File: src/rtl/keypad_pkg.sv
// Shared constants and helpers for the keypad entry path.
package keypad_pkg;

    localparam int unsigned CNT_W_DEF    = 3;
    localparam int unsigned TICK_DIV_DEF = 60000;

    // Prescaler register width; a divide-by-1 still needs one bit.
    function automatic int unsigned presc_width(input int unsigned div);
        return (div <= 1) ? 1 : $clog2(div);
    endfunction

endpackage

File: src/rtl/tick_prescaler.sv
// Free-running divider producing a one-cycle sample tick every TICK_DIV clocks.
module tick_prescaler
    import keypad_pkg::*;
#(
    parameter int unsigned TICK_DIV = TICK_DIV_DEF
) (
    input  logic clk,
    input  logic reset,
    output logic tick
);

    localparam int unsigned PW   = presc_width(TICK_DIV);
    localparam logic [PW-1:0] LAST = PW'(TICK_DIV - 1);
    localparam logic TICK_RST = (TICK_DIV == 1);

    logic [PW-1:0] presc_q, presc_d;
    logic          tick_q, tick_d;

    // tick_q is precomputed from the next prescaler value so it is high
    // exactly while presc_q == TICK_DIV-1.
    always_comb begin
        presc_d = (presc_q == LAST) ? '0 : presc_q + PW'(1);
        tick_d  = (presc_d == LAST);
    end

    always_ff @(posedge clk or posedge reset) begin
        if (reset) begin
            presc_q <= '0;
            tick_q  <= TICK_RST;
        end else begin
            presc_q <= presc_d;
            tick_q  <= tick_d;
        end
    end

    assign tick = tick_q;

endmodule

File: src/rtl/keypress_length_counter.sv
// Word-length counter: edge-detected key presses/backspaces applied on a
// prescaled sample tick, with saturate or wrap at MAX_COUNT and sticky overflow.
module keypress_length_counter
    import keypad_pkg::*;
#(
    parameter int unsigned CNT_W     = CNT_W_DEF,
    parameter int unsigned MAX_COUNT = (1 << CNT_W) - 1,
    parameter int unsigned TICK_DIV  = TICK_DIV_DEF,
    parameter int unsigned WRAP      = 0
) (
    input  logic             clk,
    input  logic             reset,
    input  logic             key_press,
    input  logic             key_back,
    input  logic             clear,
    output logic [CNT_W-1:0] count,
    output logic             empty,
    output logic             full,
    output logic             overflow
);

    localparam logic [CNT_W-1:0] MAX_C = CNT_W'(MAX_COUNT);

    logic tick;

    tick_prescaler #(
        .TICK_DIV (TICK_DIV)
    ) u_tick_prescaler (
        .clk   (clk),
        .reset (reset),
        .tick  (tick)
    );

    logic             press_prev_q, press_prev_d;
    logic             back_prev_q,  back_prev_d;
    logic             pend_inc_q,   pend_inc_d;
    logic             pend_dec_q,   pend_dec_d;
    logic [CNT_W-1:0] count_q,      count_d;
    logic             empty_q,      empty_d;
    logic             full_q,       full_d;
    logic             overflow_q,   overflow_d;
    logic             inc_edge, dec_edge, do_inc, do_dec;

    always_comb begin
        press_prev_d = key_press;
        back_prev_d  = key_back;
        inc_edge     = key_press & ~press_prev_q;
        dec_edge     = key_back  & ~back_prev_q;
        do_inc       = pend_inc_q | inc_edge;
        do_dec       = pend_dec_q | dec_edge;
        pend_inc_d   = do_inc;
        pend_dec_d   = do_dec;
        count_d      = count_q;
        overflow_d   = overflow_q;

        // clear drops same-cycle edges and overrides a coincident tick
        if (clear) begin
            count_d    = '0;
            overflow_d = 1'b0;
            pend_inc_d = 1'b0;
            pend_dec_d = 1'b0;
        end else if (tick) begin
            pend_inc_d = 1'b0;
            pend_dec_d = 1'b0;
            if (do_inc && !do_dec) begin
                if (count_q == MAX_C) begin
                    overflow_d = 1'b1;
                    count_d    = (WRAP != 0) ? '0 : count_q;
                end else begin
                    count_d = count_q + CNT_W'(1);
                end
            end else if (do_dec && !do_inc) begin
                if (count_q != '0) begin
                    count_d = count_q - CNT_W'(1);
                end
            end
        end

        empty_d = (count_d == '0);
        full_d  = (count_d == MAX_C);
    end

    always_ff @(posedge clk or posedge reset) begin
        if (reset) begin
            press_prev_q <= 1'b0;
            back_prev_q  <= 1'b0;
            pend_inc_q   <= 1'b0;
            pend_dec_q   <= 1'b0;
            count_q      <= '0;
            empty_q      <= 1'b1;
            full_q       <= 1'b0;
            overflow_q   <= 1'b0;
        end else begin
            press_prev_q <= press_prev_d;
            back_prev_q  <= back_prev_d;
            pend_inc_q   <= pend_inc_d;
            pend_dec_q   <= pend_dec_d;
            count_q      <= count_d;
            empty_q      <= empty_d;
            full_q       <= full_d;
            overflow_q   <= overflow_d;
        end
    end

    assign count    = count_q;
    assign empty    = empty_q;
    assign full     = full_q;
    assign overflow = overflow_q;

endmodule

File: config.mk
export PLATFORM = sky130hd
export DESIGN_NAME = keypress_length_counter
export DESIGN_NICKNAME = d
export VERILOG_FILES = /design/src/rtl/keypad_pkg.sv /design/src/rtl/tick_prescaler.sv /design/src/rtl/keypress_length_counter.sv
export SDC_FILE = /design/constraint.sdc
export NUM_CORES = 1
export LEC_CHECK = 0
export BUFFER_PORTS_ARGS = -buffer_cell sky130_fd_sc_hd__buf_2
export CAP_MARGIN = 30
export CORE_ASPECT_RATIO = 0.75
export CORE_MARGIN = 3
export CORE_UTILIZATION = 48
export CTS_CLUSTER_DIAMETER = 100
export DETAILED_ROUTE_END_ITERATION = 16
export PLACE_DENSITY_LB_ADDON = 0.05
export SYNTH_ARGS = -nofsm -noshare
export SYNTH_HDL_FRONTEND = slang
export SYNTH_HIERARCHICAL = 1
export SYNTH_SLANG_ARGS = --single-unit
File: constraint.sdc
create_clock -name clk -period 4.4 [get_ports clk]
set_input_delay 0.22 -clock clk [delete_from_list [all_inputs] [get_ports clk]]
set_output_delay 0.22 -clock clk [all_outputs]
set_load 0.05 [all_outputs]
Word level (Yosys, flattened, before mapping)
Cells that the tools add are included.
{ "totals": {"mem_bits_rw": 0, "reg_bits": 27, "mem_bits_ro": 0, "latch_bits": 0, "mem_count": 0, "out_inout_bits": 6} }
{ "op_classes": {"n_bitwise": 6, "n_eq_ne": 4, "n_lt_le_gt_ge": 0, "n_mux": 15, "div": 0, "n_mul": 0, "shifts": 0, "addsub": 3, "n_reduce_logical": 10} }
{ "ops": {"columns": ["operator", "n"], "rows": [
  ["16-bit equality test, second input constant", 2],
  ["3-bit two-way mux", 6],
  ["16-bit by 1-bit adder with 16-bit output, second input constant", 1],
  ["16-bit two-way mux", 1],
  ["1-bit two-way mux", 8],
  ["3-bit equality test, second input constant", 2],
  ["2-bit nonzero test", 3],
  ["3-bit by 1-bit adder with 3-bit output, second input constant", 1],
  ["3-bit zero test", 1],
  ["3-bit AND reduction", 1],
  ["3-bit nonzero test", 1],
  ["3-bit by 1-bit subtractor with 3-bit output, second input constant", 1],
  ["1-bit AND", 2],
  ["1-bit logical AND", 2],
  ["1-bit zero test", 2],
  ["1-bit inverter", 2],
  ["1-bit bitwise OR", 2]
]} }

Depth between registers and ports, before layout
{ "depth": {"depth_word": 10, "ltp_mapped": 7} }

Cells and area by module
Netlist, hierarchy kept.
{ "modules_own_cells": {"columns": ["module", "seq_area_each_um2", "area_per_inst_um2", "instances", "cells_per_inst"], "rows": [
  ["tick_prescaler", 425.4, 973.4, 1, 99],
  ["keypress_length_counter", 251.5, 611.8, 1, 52]
]} }

Least setup slack after synthesis
OpenSTA, ideal clock, no wires.
{ "synth_timing": {"path_kind": "register to register", "startpoint": "reg count_q[0], in the netlist count[0]", "endpoint": "reg full_q, in the netlist full", "t_arrival_ns": 2.144, "synth_period_minus_slack_ns": 2.240, "n_path_buf": 0, "path_slack_ns": 2.160, "path_stages_with_launch": 8, "cell_sequence": "dfrtp_1 inv_1 ha_1 nor2b_1 a2111oi_4 o21ai_0 xnor2_2 nor4_2"} }
{ "synth_between": {"elab_chain_len": 7, "elab_cells_between_ends": 11, "classes_between": "2 x add/sub; 2 x eq/ne; 6 x mux; 1 x reduce/logical"} }
{ "synth_rtl": {"columns": ["item", "line", "text"], "rows": [
  ["start: declaration", "keypress_length_counter.sv:38", "logic [CNT_W-1:0] count_q, count_d;"],
  ["start signal: assignment", "keypress_length_counter.sv:98", "count_q <= count_d;"],
  ["3-bit by 1-bit subtractor with 3-bit output / 3-bit nonzero test (equally long branches)", "keypress_length_counter.sv:74, keypress_length_counter.sv:73", null],
  ["3-bit two-way mux", "keypress_length_counter.sv:73", "if (count_q != '0) begin"],
  ["3-bit two-way mux", "keypress_length_counter.sv:72", "end else if (do_dec && !do_inc) begin"],
  ["3-bit two-way mux", "keypress_length_counter.sv:65", "if (do_inc && !do_dec) begin"],
  ["3-bit two-way mux *", "keypress_length_counter.sv:62", "end else if (tick) begin"],
  ["3-bit two-way mux *", "keypress_length_counter.sv:57", "if (clear) begin"],
  ["3-bit equality test *", "keypress_length_counter.sv:80", "full_d = (count_d == MAX_C);"],
  ["net full_d", "keypress_length_counter.sv:40", "logic full_q, full_d;"],
  ["end signal: assignment", "keypress_length_counter.sv:100", "full_q <= full_d;"],
  ["end: declaration", "keypress_length_counter.sv:40", null]
]} }
Mark *: on every way through the listed nets, which the timed path passes. The rest lies on a longest branch.
A chain may end at the register's enable or synchronous reset.

Final worst setup path
{ "layout_timing": {"startpoint": "reg u_tick_prescaler.presc_q[7]", "endpoint": "reg u_tick_prescaler.tick_q, in the netlist u_tick_prescaler/tick"} }
{ "layout_between": {"elab_chain_len": 3, "elab_cells_between_ends": 4, "classes_between": "1 x add/sub; 2 x eq/ne; 1 x mux"} }
{ "layout_rtl": {"columns": ["item", "line", "text"], "rows": [
  ["start: declaration", "tick_prescaler.sv:16", "logic [PW-1:0] presc_q, presc_d;"],
  ["start signal: assignment", "tick_prescaler.sv:31", "presc_q <= presc_d;"],
  ["16-bit equality test", "tick_prescaler.sv:22", "presc_d = (presc_q == LAST) ? '0 : presc_q + PW'(1);"],
  ["16-bit two-way mux", "tick_prescaler.sv:22", null],
  ["net u_tick_prescaler.presc_d[2]", "tick_prescaler.sv:16", null],
  ["16-bit equality test", "tick_prescaler.sv:23", "tick_d = (presc_d == LAST);"],
  ["net u_tick_prescaler.tick_d", "tick_prescaler.sv:17", "logic tick_q, tick_d;"],
  ["end signal: assignment", "tick_prescaler.sv:32", "tick_q <= tick_d;"],
  ["end: declaration", "tick_prescaler.sv:17", null]
]} }
The timed path passes the listed nets, and every way through them passes these cells.

==> qor.tcl <==
set qor(pwr_density_cell_mw_per_mm2) 240.6
set qor(status) {complete, no violations}
set qor(postCtsResizedCells) 0
set qor(cts_inserted_buffers) 3
set qor(grt_first_pass_wirelength_um) 5368
set qor(detail_route.first_pass.iterations) 4
set qor(synth_nets) 161
set qor(post-route-drc-count) 0
set qor(fraction_of_layout_cells_with_a_size_suffix_above_1_pct) 22.09
set qor(max-slew-margin-rel_pct) 54.25
set qor(timing.final.crit_share_pct) 47.55
set qor(syn2layout_area_growth_pct) 8.050
set qor(sequential_element_share_of_the_synthesized_area_pct) 42.70
set qor(max_root_sink_buffers) 2
set qor(number_of_failing_setup_endpoints_in_the_final_timing_report) 0
set qor(r2r_cells) 6
set qor(synth.avg_cell_area_um2) 10.50
set qor(fmaxAchievable_mhz) 478.0
set qor(die_area_mm2) 0.004036
set qor(antenna_cells) 0
set qor(final_max_slew_viol_count) 0
set qor(crit_path_kind) {reg -> reg}
set qor(worstPathRequired_ns) 4.56
set qor(yosys-top-cells-area) {dfrtp_1, xnor2_1, ha_1, nor2_1, xor2_1}
set qor(vias_in_the_first_global_route) 1066
set qor(ir_drop_v) 0.0002111
set qor(std_cell_rows) 17
set qor(gp_congestion) 0.8542
set qor(top_level_pins) 11
set qor(cp_data_arrival_time_ns) 2.25
set qor(gr-usage-all-layers_pct) 16.91
set qor(multi_input_comb_area_um2) 838.3
set qor(worst-slew-pin-transition_ns) 0.6855
set qor(route.antenna.remaining_nets) 0
set qor(grt_start_max_net_pins) 18
set qor(critPathLaunch) {u_tick_prescaler/presc_q[7]$_DFF_PP0_}
set qor(worst_setup_path_endpoint) {u_tick_prescaler/tick$_DFF_PP0_}
set qor(synth_async_sr_flop_share_pct) 100.0
set qor(postSynthCellCount) 151
set qor(dp_hpwl_um) 2312
set qor(power.static_leakage_nw) 0.7315
set qor(initial_utilization_pct) 52.12
set qor(route.detailed.vias_per_inst) 5.527
set qor(critical_path_peak_fanout) 8
set qor(cts.clk_slew.worst_paths_ns) 0.09
set qor(die_x_um) 72.36
set qor(route.final.wire_length_um) 3080
set qor(final_period_minus_worst_setup_slack_ns) 2.092
set qor(crit-reg2reg-capture) {u_tick_prescaler/tick$_DFF_PP0_}
set qor(die-height_um) 55.77
set qor(remaining_overflow_grt) 0
set qor(route.detailed.wl_per_inst_um) 15.32
set qor(area.sequential_um2) 676.9
set qor(timing.rr.start) {u_tick_prescaler/presc_q[7]$_DFF_PP0_}
set qor(timing.hold.worst.class) {in -> reg}
set qor(tritoncts_num_sinks) 27
set qor(timing.final.hold_violations) 0
set qor(clock_tree.htree_level_count) 1
set qor(nets) 174
set qor(total_number_of_vias) 1111
set qor(clock-root-buffer) {clkbuf_8}
set qor(top_area_cell_type_share_of_the_netlist_area_pct) 41.04
set qor(final.setup.tns_ns) 0
set qor(first_iter_violations) 81
set qor(yosys.area.top_type) {dfrtp_1}
set qor(timing.final.ws_setup_ns) 2.308
set qor(report.power.total_mw) 0.4122
set qor(num-fill-cells) 272
set qor(clk-insertion-delay-late_ns) 0.27
set qor(finalInstanceArea_mm2) 0.001713
set qor(rsz_0062_raised_after_global_routing) {no}
set qor(place.port_buffers) 10
set qor(antenna_found_initial) 0
set qor(reg_to_reg_slack_setup_ns) 2.31
set qor(number_of_synthesized_flops_with_an_enable_pin) 0
set qor(postSynthRegisterBits) 27
set qor(clock-skew-final_ns) 0.006773
set qor(ys_warn_count) 6
set qor(synth_cell_type_count) 50
set qor(dominant_cell_by_count_in_the_synthesized_netlist) {dfrtp_1}
set qor(worstSetupEndpointType) {register}
set qor(post_dp_cell_area_mm2) 0.001658
set qor(mappedNetlistArea_mm2) 0.001585
set qor(ys_dominant_reg_cell) {dfrtp_1}
set qor(cap_viol_max_count) 0
set qor(clock_tree_from_tritoncts) {yes}
set qor(ys_top_cells_by_count) {dfrtp_1, nor2_1, nand2_1}
set qor(floorplan.core_area_mm2) 0.003042
set qor(dpl_worst_slack_ns) 2.331
set qor(cp-start-kind) {register}
-- power by group --
| part | switching [mW] | total (mW) | internal (mW) |
|---|---|---|---|
| clock | 0.0736 | 0.138 | 0.0648 |
| sequential | 0.00237 | 0.252 | 0.250 |
| combinational | 0.0139 | 0.0213 | 0.00740 |
| total | 0.0899 | 0.412 | 0.322 |
-- worst min-delay path by stage --
stage,start,to,cells after the start
detailed placement,reset,press_prev_q$_DFF_PP0_,2
global placement,reset,press_prev_q$_DFF_PP0_,2
global route,key_press,press_prev_q$_DFF_PP0_,1
CTS,key_press,press_prev_q$_DFF_PP0_,1
floorplan,reset,back_prev_q$_DFF_PP0_,1
finish,key_press,press_prev_q$_DFF_PP0_,1
-- area by class of cell --
class / count / area share, %
clock buffer: 4 / 2.630
inverter: 10 / 2.191
multi-input combinational: 110 / 48.94
sequential: 27 / 39.52
tap: 38 / 2.776
timing repair buffer: 12 / 3.944
-- state kept, by name (all words and copies together), names as in the netlist --
signal and count:
back_prev_q 1, empty 1, u_tick_prescaler/tick 1, overflow 1, full 1, count 3
pend_dec_q 1, pend_inc_q 1, u_tick_prescaler/presc_q 16, press_prev_q 1
-- layer usage --
layer / vias to the layer above / track usage [%] / share of wire (%)
li1: 560 / - / -
met1: 523 / 28.78 / 58
met2: 26 / 20.75 / 37
met3: 2 / 4.693 / 4.8
met4: 0 / 2.413 / 0.58
met5: - / 0 / 0
-- through the flow --
| step | instances | utilization (%) | hold slack, ns |
|---|---|---|---|
| final | 201 | 56.31 | 0.07373 |
| after CTS | 201 | 56.31 | 0.06830 |
| after floorplan | 151 | - | 0.05946 |
| after global routing | 201 | 56.31 | 0.06035 |
| after detailed placement | 196 | 54.50 | 0.2502 |
| after global placement | 195 | 54.26 | 0.2340 |
-- layout by cell type, fill, tap and decap left out, types with 3 or more instances in the layout --
master and instances:
a21oi_1 6, buf_2 10, clkbuf_8 3, dfrtp_1 26, ha_1 5, inv_1 8, nand2_1 10, nand3_1 6
nand4_1 5, nor2_1 13, nor2b_1 3, nor4_2 3, o21ai_0 4, or3_1 3, xnor2_1 8, xor2_1 5
-- worst max-delay path: stages (launching register included) --
cell and delay, ns:
dfrtp_1 0.43, or4b_1 0.55, nor4_2 0.52, buf_4 0.27, nor2_1 0.07, nand4_1 0.09, nor4_2 0.06
-- logic make-up (layout without fill, tap and decap cells) --
family	Yosys count	in the layout	share of synthesized area, %
mux	2	2	1.263
compound gates	25	25	14.13
buf+inv	14	26	4.420
flops	27	27	42.70
simple gates	64	64	25.34
xor+xnor	14	14	8.209
fa+ha+maj	5	5	3.946
-- what timing repair did --
item / 4_1_cts / 5_1_grt
endpoints found under the hold margin: 9 / 0
buffers inserted: 0 / 0
hold buffers: 1 / 0
No activity file was read; power rests on OpenSTA's default activity.
